--- config.mk ---
export PLATFORM = sky130hd
export DESIGN_NAME = im_loader_flat
export DESIGN_NICKNAME = d
export VERILOG_FILES = /design/src/rtl/im_loader_if.sv /design/src/rtl/im_loader.sv /design/src/flat_wrapper.sv
export SDC_FILE = /design/constraint.sdc
export NUM_CORES = 1
export LEC_CHECK = 0
export ABC_AREA = 1
export CAP_MARGIN = 30
export CORE_MARGIN = 3
export CORE_UTILIZATION = 24
export CTS_BUF_LIST = sky130_fd_sc_hd__clkbuf_16
export DETAILED_ROUTE_END_ITERATION = 7
export PLACE_DENSITY = 0.46
export SLEW_MARGIN = 40
export SYNTH_ARGS = -nofsm -noshare
export SYNTH_HDL_FRONTEND = slang
export SYNTH_SLANG_ARGS = --single-unit
--- constraint.sdc ---
create_clock -name clk -period 2.6 [get_ports clk]
set_clock_uncertainty 0.1 [all_clocks]
set_input_delay 0.65 -clock clk [delete_from_list [all_inputs] [get_ports clk]]
set_output_delay 0.65 -clock clk [all_outputs]
set_load 0.1 [all_outputs]
--- src/rtl/im_loader_if.sv ---
`default_nettype none
// ============================================================================
// Module   : im_loader_if
// Purpose  : Bundles the instruction-stream handshake and the instruction
//            memory write port used by im_loader.
// Ports    : in_data/in_valid/in_ready - incoming instruction stream
//            wr_en/wr_addr/wr_data     - instruction memory write port
// Modports : slave  - the loader (consumes the stream, drives the memory port)
//            master - the stream source / memory side
// Revision : 1.0 - initial release
// ============================================================================
interface im_loader_if #(
  parameter int DATA_WIDTH    = 8,
  parameter int ADDRESS_WIDTH = 5
);
  logic [DATA_WIDTH-1:0]    in_data;
  logic                     in_valid;
  logic                     in_ready;
  logic                     wr_en;
  logic [ADDRESS_WIDTH-1:0] wr_addr;
  logic [DATA_WIDTH-1:0]    wr_data;

  modport slave (
    input  in_data, in_valid,
    output in_ready, wr_en, wr_addr, wr_data
  );

  modport master (
    output in_data, in_valid,
    input  in_ready, wr_en, wr_addr, wr_data
  );
endinterface
`default_nettype wire

--- src/rtl/im_loader.sv ---
`default_nettype none
// ============================================================================
// Module   : im_loader
// Purpose  : Loads MEMORY_DEPTH instruction words from a valid/ready stream
//            into instruction memory and holds the CPU until the load is
//            complete. Optional checksum byte after the last word.
// Ports    : clk, rst_n (async, active low), start (session pulse)
//            bus       - im_loader_if.slave (stream in, memory write out)
//            cpu_hold  - CPU halted while memory is not validly loaded
//            load_done - session complete
//            load_err  - checksum mismatch (constant 0 without checksum)
// Config   : define LOADER_CHECKSUM_EN to enable the CHECK state and the
//            8-bit modulo-256 checksum of the loaded words.
// Revision : 1.0 - initial release
// ============================================================================
module im_loader #(
  parameter int DATA_WIDTH    = 8,
  parameter int ADDRESS_WIDTH = 5,
  parameter int MEMORY_DEPTH  = 32
) (
  input  logic       clk,
  input  logic       rst_n,
  input  logic       start,
  im_loader_if.slave bus,
  output logic       cpu_hold,
  output logic       load_done,
  output logic       load_err
);

  localparam logic [ADDRESS_WIDTH-1:0] LAST_IDX = ADDRESS_WIDTH'(MEMORY_DEPTH - 1);

`ifdef LOADER_CHECKSUM_EN
  typedef enum logic [1:0] {IDLE = 2'd0, LOAD = 2'd1, CHECK = 2'd2, DONE = 2'd3} state_t;
`else
  typedef enum logic [1:0] {IDLE = 2'd0, LOAD = 2'd1, DONE = 2'd3} state_t;
`endif

  state_t                   state_q, state_d;
  logic [ADDRESS_WIDTH-1:0] idx_q, idx_d;
  logic                     in_ready_q, in_ready_d;
  logic                     wr_en_q, wr_en_d;
  logic [ADDRESS_WIDTH-1:0] wr_addr_q, wr_addr_d;
  logic [DATA_WIDTH-1:0]    wr_data_q, wr_data_d;
  logic                     load_done_q, load_done_d;
  logic                     cpu_hold_q, cpu_hold_d;
  logic                     xfer;

`ifdef LOADER_CHECKSUM_EN
  logic [7:0] sum_q, sum_d;
  logic       err_q, err_d;
  logic [7:0] in_byte;

  // The checksum is defined over bytes; wider words contribute their low byte.
  assign in_byte = 8'(bus.in_data);
`endif

  // in_ready is registered, so a transfer is only possible in LOAD/CHECK.
  assign xfer = bus.in_valid & in_ready_q;

  always_comb begin
    state_d   = state_q;
    idx_d     = idx_q;
    wr_en_d   = 1'b0;
    wr_addr_d = wr_addr_q;
    wr_data_d = wr_data_q;
`ifdef LOADER_CHECKSUM_EN
    sum_d     = sum_q;
    err_d     = err_q;
`endif

    case (state_q)
      IDLE, DONE: begin
        if (start) begin
          state_d = LOAD;
          idx_d   = '0;
`ifdef LOADER_CHECKSUM_EN
          sum_d   = '0;
          err_d   = 1'b0;
`endif
        end
      end
      LOAD: begin
        if (xfer) begin
          wr_en_d   = 1'b1;
          wr_addr_d = idx_q;
          wr_data_d = bus.in_data;
`ifdef LOADER_CHECKSUM_EN
          sum_d     = sum_q + in_byte;
`endif
          // The index stops at the last address instead of wrapping.
          if (idx_q == LAST_IDX) begin
`ifdef LOADER_CHECKSUM_EN
            state_d = CHECK;
`else
            state_d = DONE;
`endif
          end else begin
            idx_d = idx_q + ADDRESS_WIDTH'(1);
          end
        end
      end
`ifdef LOADER_CHECKSUM_EN
      CHECK: begin
        // The checksum byte is compared only, never written to memory.
        if (xfer) begin
          err_d   = (in_byte != sum_q);
          state_d = DONE;
        end
      end
`endif
      default: state_d = IDLE;
    endcase

    // Status outputs are registered from the next state so they line up
    // with the state they describe.
`ifdef LOADER_CHECKSUM_EN
    in_ready_d = (state_d == LOAD) || (state_d == CHECK);
    cpu_hold_d = (state_d != DONE) || err_d;
`else
    in_ready_d = (state_d == LOAD);
    cpu_hold_d = (state_d != DONE);
`endif
    load_done_d = (state_d == DONE);
  end

  always_ff @(posedge clk or negedge rst_n) begin
    if (!rst_n) begin
      state_q     <= IDLE;
      idx_q       <= '0;
      in_ready_q  <= 1'b0;
      wr_en_q     <= 1'b0;
      wr_addr_q   <= '0;
      wr_data_q   <= '0;
      load_done_q <= 1'b0;
      cpu_hold_q  <= 1'b1;
`ifdef LOADER_CHECKSUM_EN
      sum_q       <= '0;
      err_q       <= 1'b0;
`endif
    end else begin
      state_q     <= state_d;
      idx_q       <= idx_d;
      in_ready_q  <= in_ready_d;
      wr_en_q     <= wr_en_d;
      wr_addr_q   <= wr_addr_d;
      wr_data_q   <= wr_data_d;
      load_done_q <= load_done_d;
      cpu_hold_q  <= cpu_hold_d;
`ifdef LOADER_CHECKSUM_EN
      sum_q       <= sum_d;
      err_q       <= err_d;
`endif
    end
  end

  assign bus.in_ready = in_ready_q;
  assign bus.wr_en    = wr_en_q;
  assign bus.wr_addr  = wr_addr_q;
  assign bus.wr_data  = wr_data_q;
  assign load_done    = load_done_q;
  assign cpu_hold     = cpu_hold_q;
`ifdef LOADER_CHECKSUM_EN
  assign load_err     = err_q;
`else
  assign load_err     = 1'b0;
`endif

endmodule
`default_nettype wire

--- src/flat_wrapper.sv ---
// flat-port wrapper written by rule: the top's interface ports become plain ports
module im_loader_flat 
#(
  parameter int DATA_WIDTH    = 8,
  parameter int ADDRESS_WIDTH = 5,
  parameter int MEMORY_DEPTH  = 32
)
  (clk, rst_n, start, cpu_hold, load_done, load_err, bus_in_data, bus_in_valid, bus_in_ready, bus_wr_en, bus_wr_addr, bus_wr_data);
  im_loader_if #(.DATA_WIDTH(DATA_WIDTH), .ADDRESS_WIDTH(ADDRESS_WIDTH)) bus_i ();
  input  logic clk;
  input  logic rst_n;
  input  logic start;
  output logic cpu_hold;
  output logic load_done;
  output logic load_err;
  input wire logic [$bits(bus_i.in_data)-1:0] bus_in_data;
  input wire logic [$bits(bus_i.in_valid)-1:0] bus_in_valid;
  output wire logic [$bits(bus_i.in_ready)-1:0] bus_in_ready;
  output wire logic [$bits(bus_i.wr_en)-1:0] bus_wr_en;
  output wire logic [$bits(bus_i.wr_addr)-1:0] bus_wr_addr;
  output wire logic [$bits(bus_i.wr_data)-1:0] bus_wr_data;
  assign bus_i.in_data = bus_in_data;
  assign bus_i.in_valid = bus_in_valid;
  assign bus_in_ready = bus_i.in_ready;
  assign bus_wr_en = bus_i.wr_en;
  assign bus_wr_addr = bus_i.wr_addr;
  assign bus_wr_data = bus_i.wr_data;
  im_loader #(.DATA_WIDTH(DATA_WIDTH), .ADDRESS_WIDTH(ADDRESS_WIDTH), .MEMORY_DEPTH(MEMORY_DEPTH)) u_core (.clk(clk), .rst_n(rst_n), .start(start), .bus(bus_i), .cpu_hold(cpu_hold), .load_done(load_done), .load_err(load_err));
endmodule
==> impl_results.md, run 1 <==
* Outcome: finished clean
* Initial antenna violation count at 0
* Fin. max-slew vios at 0
* Fin. Hold Viols at 0
* Most common cell after layout, fill and taps aside: nand2_1
* DP Wirelength at 1.85 mm
* Drt wl/cell at 11.3 µm
* Share of layout cells above drive strength 1 at 16.8%
* Max-Cap Viols at 0
* CTS Buffer Depth at 2
* Number of global-route vias before repair at 902
* Fmax at 553 MHz
* Final Net Count at 179
* Synth Instances at 131
* CTS Sinks at 24
* Leak at 0.809 nW
* Final Util at 33.9%
* # IOs at 30
* Simple-gate share of the synthesized area at 32.5%
* Final Critical Period at 1810 ps
* Clk pwr share at 20.3%
* Adder-cell share of the synthesized area at 5.63%
* Complex-gate fraction of the synthesized area at 0.901%
* XOR/XNOR share of the synthesized area at 0%
* Reg clk slew, reported paths at 60 ps
* Slew HR at 66.4%
* CP Launch Type: flip-flop
* Combinational share of power at 52.1%
* Clk Latency, worst-skew pair at 250 ps
* Die height at 74.0 µm
* CTS Buf Count at 3
* Slew @ Worst Pin at 502 ps
* Global-route wire length before repair at 4.09 mm
* Synth Area per Inst at 8.48 µm²
* Final period util at 69.6%
* CP required at 1850 ps
* Critical Path End Type: output port
* CP max FO at 1
* Area Overhead vs Synth at 34.7%
* P_int at 1.03 mW
* Mapped Nets at 148
* Worst VDD drop at 0.338 mV
* Sequential Power Share at 27.6%
* Gr usage total at 9.50%
* FF-to-FF path depth at 10
* Critical path's top delay family: flip-flops
* Unrepaired setup endpoints after global routing: false
* Sequential element share of the synthesized area at 54.2%
* Die X at 74.0 µm
* Die area at 0.00548 mm²
* Mux share of post-synthesis cell area at 0%
* Most frequent cells in the layout: 66 x nand2_1, 23 x dfrtp_1, 18 x buf_4
* Vias at 890
* Flops & latches, synth at 24
* Post-CTS Resized at 0
* Final setup fails at 0
* Crit-path slowest cell: dfstp_2
* Total routed wirelength at 2.40 mm
* Vias per cell at 4.18
* # DRC at 0
* Worst Hold Class: reg2reg
* Yosys warnings at 0
* # rows at 24
* Worst stage delay on the critical path at 520 ps
* P_sw at 1.09 mW
* Diodes inserted at 0
* GR Overflow Total at 0
* Largest family of logic cells by synthesized area: simple AND/OR/NAND/NOR gates
* IO buf count at 28
* Critical path class: reg2out
* Worst Hold Path Cells at 2
* Starting Density at 25.2%
* Post-CTS Hold Fix Bufs at 0
* Drt first pass iters at 3
* Iteration-0 DRC count of the detailed router at 50
* Setup TNS Final at 0 ps
* Largest net degree at the start of global routing at 18
* PD cells at 1410 mW/mm²
* Routability cong. at 0.787
* WP buf/inv at 1
* Root buffer cell: clkbuf_16
* ANT nets after route at 0
* Yosys cell types at 16
* Setup bufs post-CTS at 0
* Synthesized area at 0.00111 mm²
* Crit-path cells: buf_4
* Core Area at 0.00441 mm²
* Levels on crit path at 1
* Worst Path Arrival at 1060 ps
* # H-tree levels at 1
* Sw Ratio at 51.5%
* TritonCTS clock tree: built
[kinds of logic (layout without fill, tap and decap cells)]
kind of cell	after synthesis	in the layout
DFF	24	24
and+or+nand+nor	85	85
adders and majority gates	5	5
other	1	1
buffers and inverters	14	44
AOI/OAI and AO/OA	2	2
[layer usage]
layer	part of all wire, %	track usage [%]	up-vias
met5	0	0	-
met4	0.54	2.82	0
met3	8.8	2.84	2
met2	43	15.6	25
met1	48	12.1	408
li1	-	-	455
[power by group through the flow]
stage | Combinational [mW] | Clock, mW | Sequential [mW]
after floorplan | 0.271 | 0 | 1.19
after global placement | 1.10 | 0 | 0.588
after detailed placement | 1.11 | 0 | 0.591
after CTS | 1.12 | 0.445 | 0.586
after global routing | 1.18 | 0.456 | 0.599
final | 1.10 | 0.430 | 0.584
[sequential cells by signal, summed over array words and instances (netlist names)]
signal and flops:
u_core.bus.in_ready 1, u_core.bus.wr_addr 5, u_core.bus.wr_data 8, u_core.bus.wr_en 1, u_core.cpu_hold 1, u_core.idx_q 5
u_core.load_done 1, u_core.state_q 2
[synthesized netlist by cell type]
master | n | share of area (%)
nand2_1 | 66 | 22
dfrtp_1 | 23 | 52
inv_1 | 10 | 3.4
nor2_1 | 9 | 3.0
ha_1 | 5 | 5.6
nand3_1 | 4 | 1.8
buf_6 | 2 | 2.0
nand4_1 | 2 | 1.1
nor2_4 | 2 | 2.0
o21ai_1 | 2 | 0.90
buf_4 | 1 | 0.68
conb_1 | 1 | 0.34
dfstp_2 | 1 | 2.4
inv_2 | 1 | 0.34
nand3_4 | 1 | 1.6
nand3b_1 | 1 | 0.68
[stage by stage]
| step | cell area [µm²] | std cells | worst slack (ps) | hold slack (ps) | total power, mW |
|---|---|---|---|---|---|
| finish | 1500 | 213 | 791 | 383 | 2.12 |
| global route | 1500 | 213 | 681 | 406 | 2.24 |
| CTS | 1500 | 213 | 762 | 385 | 2.15 |
| detailed placement | 1390 | 209 | 494 | 367 | 1.71 |
| global placement | 1390 | 209 | 539 | 366 | 1.69 |
| floorplan | 1110 | 131 | 831 | 254 | 1.46 |
[path summary, 6_finish.rpt]
check | slack, ps | startpoint | to
setup / recovery | 790 | u_core.cpu_hold | cpu_hold
hold / removal | 380 | u_core.bus.wr_data[1] | u_core.bus.wr_data[1]
setup reg to reg | 920 | u_core.idx_q[0] | u_core.idx_q[0]
hold reg to reg | 380 | u_core.bus.wr_data[1] | u_core.bus.wr_data[1]
max in group asynchronous | 1200 | rst_n | u_core.idx_q[4]
min in group asynchronous | 630 | rst_n | u_core.bus.wr_data[1]
[layout make-up]
class	instances	area, µm²
fillers	457	2920
inverters	11	41.3
repair buffers	29	245
clock buffers	3	75.1
clock inverters	1	30.0
well taps	52	65.1
multi-input cells	93	438
flip-flops and latches	24	602
(Power assumes the default switching activity.)
==> run 2, diff against run 1 <==
==> constraint.sdc (replaced) <==
create_clock -name clk -period 1.7 [get_ports clk]
set_clock_uncertainty 0.1 [all_clocks]
set_input_delay 0.425 -clock clk [delete_from_list [all_inputs] [get_ports clk]]
set_output_delay 0.425 -clock clk [all_outputs]
set_load 0.1 [all_outputs]
==> run 2 against run 1 <==
Net effect:
- design area increased by 17%
- register-to-register slack got worse by 770 ps
- worst setup slack got worse by 640 ps
- total power increased by 68%
- wire length increased by 3.0%
- non-clock buffer count increased by 5
- sequential cell count unchanged
- die area unchanged
- clock power increased by 17%
- combinational power increased by 92%
- global-route usage increased by 0.61 points
- clock-buffer cell count unchanged
- largest cell class unchanged
==> impl_results.md, run 2 (synthesis gave the netlist of run 1 again) <==
* Sw Ratio at 49.3%
* PD cells at 2040 mW/mm²
* P_int at 1.80 mW
* Final Util at 39.5%
* CP required at 1740 ps
* # H-tree levels at 1
* Worst stage delay on the critical path at 350 ps
* Fin. Hold Viols at 0
* CTS Sinks at 24
* Worst VDD drop at 0.740 mV
* Fin. max-slew vios at 0
* Finished Cell Area at 0.00174 mm²
* Worst Setup Slack, final at 151 ps
* Max-Cap Viols at 0
* Initial antenna violation count at 0
* Vias at 901
* Leak at 0.894 nW
* Root buffer cell: clkbuf_16
* Reg-to-reg setup timing slack at 150 ps
* Critical Path End Type: flip-flop
* GR Overflow Total at 0
* Reg clk slew, reported paths at 60 ps
* P_sw at 1.75 mW
* ANT nets after route at 0
* Worst Setup EP: u_core.idx_q[3]
* Area Overhead vs Synth at 57.0%
* Crit path launch: u_core.idx_q[1]
* RR Endpoint: u_core.idx_q[3]
* FF-to-FF path depth at 10
* Diodes inserted at 0
* TritonCTS clock tree: built
* # IOs at 30
* Fmax at 646 MHz
* Iteration-0 DRC count of the detailed router at 41
* Setup TNS Final at 0 ps
* Die X at 74.0 µm
* Most common cell after layout, fill and taps aside: nand2_1
* Largest net degree at the start of global routing at 25
* Share of layout cells above drive strength 1 at 22.3%
* Final setup fails at 0
* Routability cong. at 0.859
* Crit-path slowest cell: dfrtp_1
* Number of flip-flops in the largest register at 8
* Starting Density at 25.2%
* Sequential Power Share at 26.5%
* DP Wirelength at 1.85 mm
* Gr usage total at 10.1%
* Vias per cell at 4.13
* # rows at 24
* Outcome: finished clean
* Most frequent cells in the layout: 65 x nand2_1, 22 x dfrtp_1, 18 x buf_12
* Worst Hold Class: reg2reg
* Drt wl/cell at 11.3 µm
* Seq. cell area at 603 µm²
* Clk pwr share at 14.2%
* Levels on crit path at 10
* Most used cell, CP: nand2_1
* Core Area at 0.00441 mm²
* Global-route wire length before repair at 4.39 mm
* Crit-path cells: ha_2 -> nand2_1 -> nor2_1 -> ha_2 -> inv_2 -> buf_4 -> nand2_1 -> nor2_4 -> nand2_1 -> nand2_1
* # DRC at 0
* Final Critical Period at 1550 ps
* Critical path's top delay family: simple AND/OR/NAND/NOR gates
* CP Launch Type: flip-flop
* Worst Path Arrival at 1590 ps
* Total routed wirelength at 2.47 mm
* Unrepaired setup endpoints after global routing: false
* WP buf/inv at 2
* CP max FO at 4
* Combinational share of power at 59.3%
* Final period util at 91.1%
* CTS Buf Count at 3
* Critical path class: reg2reg
* Multi-input logic area at 448 µm²
* FF-to-FF Start: u_core.idx_q[1]
* Drt first pass iters at 4
* Die area at 0.00548 mm²
* Fillers at 456
* Number of global-route vias before repair at 1001
* Final Net Count at 184
* Area after DPL at 0.00166 mm²
* Pre-CTS WS at -18.6 ps
* IO buf count at 28
* Die height at 74.0 µm
* CTS Buffer Depth at 2
* Clk Latency, worst-skew pair at 250 ps
run 2: worst min path at each step:
stage	slack (ps)	endpoint	cells after the start	from
finish	420	u_core.idx_q[4]	2	u_core.idx_q[4]
global route	470	u_core.bus.wr_data[1]	2	rst_n
CTS	420	u_core.idx_q[4]	2	u_core.idx_q[4]
floorplan	30	u_core.bus.in_ready	0	rst_n
global placement	390	u_core.idx_q[3]	2	u_core.idx_q[3]
detailed placement	400	u_core.idx_q[4]	2	u_core.idx_q[4]
run 2: cell type report:
class	instances	share of cell area (%)
Tap cell	52	3.73
Multi-Input combinational cell	93	25.7
Inverter	11	2.37
Clock inverter	1	0.215
Clock buffer	3	4.30
Timing Repair Buffer	34	29.1
Sequential cell	24	34.6
run 2: power by group through the flow:
stage                     Combinational, mW  Clock (mW)  Sequential [mW]
after floorplan                       0.415           0             1.82
after global placement                 2.10           0            0.954
after detailed placement               2.12           0            0.956
after CTS                              2.12       0.517            0.947
after global routing                   2.24       0.544            0.974
final                                  2.11       0.505            0.943
run 2: repair_timing:
item | in CTS | in global routing
hold endpoints to repair | 0 | 0
endpoints found under the setup margin | 0 | 7
hold buffers | 0 | 0
resized for setup | 0 | 5
buffers inserted | 0 | 0
run 2: tightest hold or removal path: cells and delay by family, from the launching register on:
family | cells | cell delay (ps)
flops | 1 | 380
simple gates | 2 | 110
run 2: metrics by stage:
stage / power [mW] / instances / hold slack [ps]
after floorplan: 2.24 / 131 / 29.4
after global placement: 3.05 / 214 / 386
after detailed placement: 3.07 / 214 / 401
after CTS: 3.59 / 218 / 418
final: 3.56 / 218 / 420
after global routing: 3.76 / 218 / 467
run 2: metal layers:
| layer | wire length [µm] | vias up | track usage [%] |
|---|---|---|---|
| met4 | 10 | 0 | 2.21 |
| met3 | 177 | 2 | 2.57 |
| met1 | 1200 | 405 | 13.4 |
| met5 | 0 | - | 0 |
| met2 | 1090 | 26 | 16.7 |
| li1 | - | 468 | - |
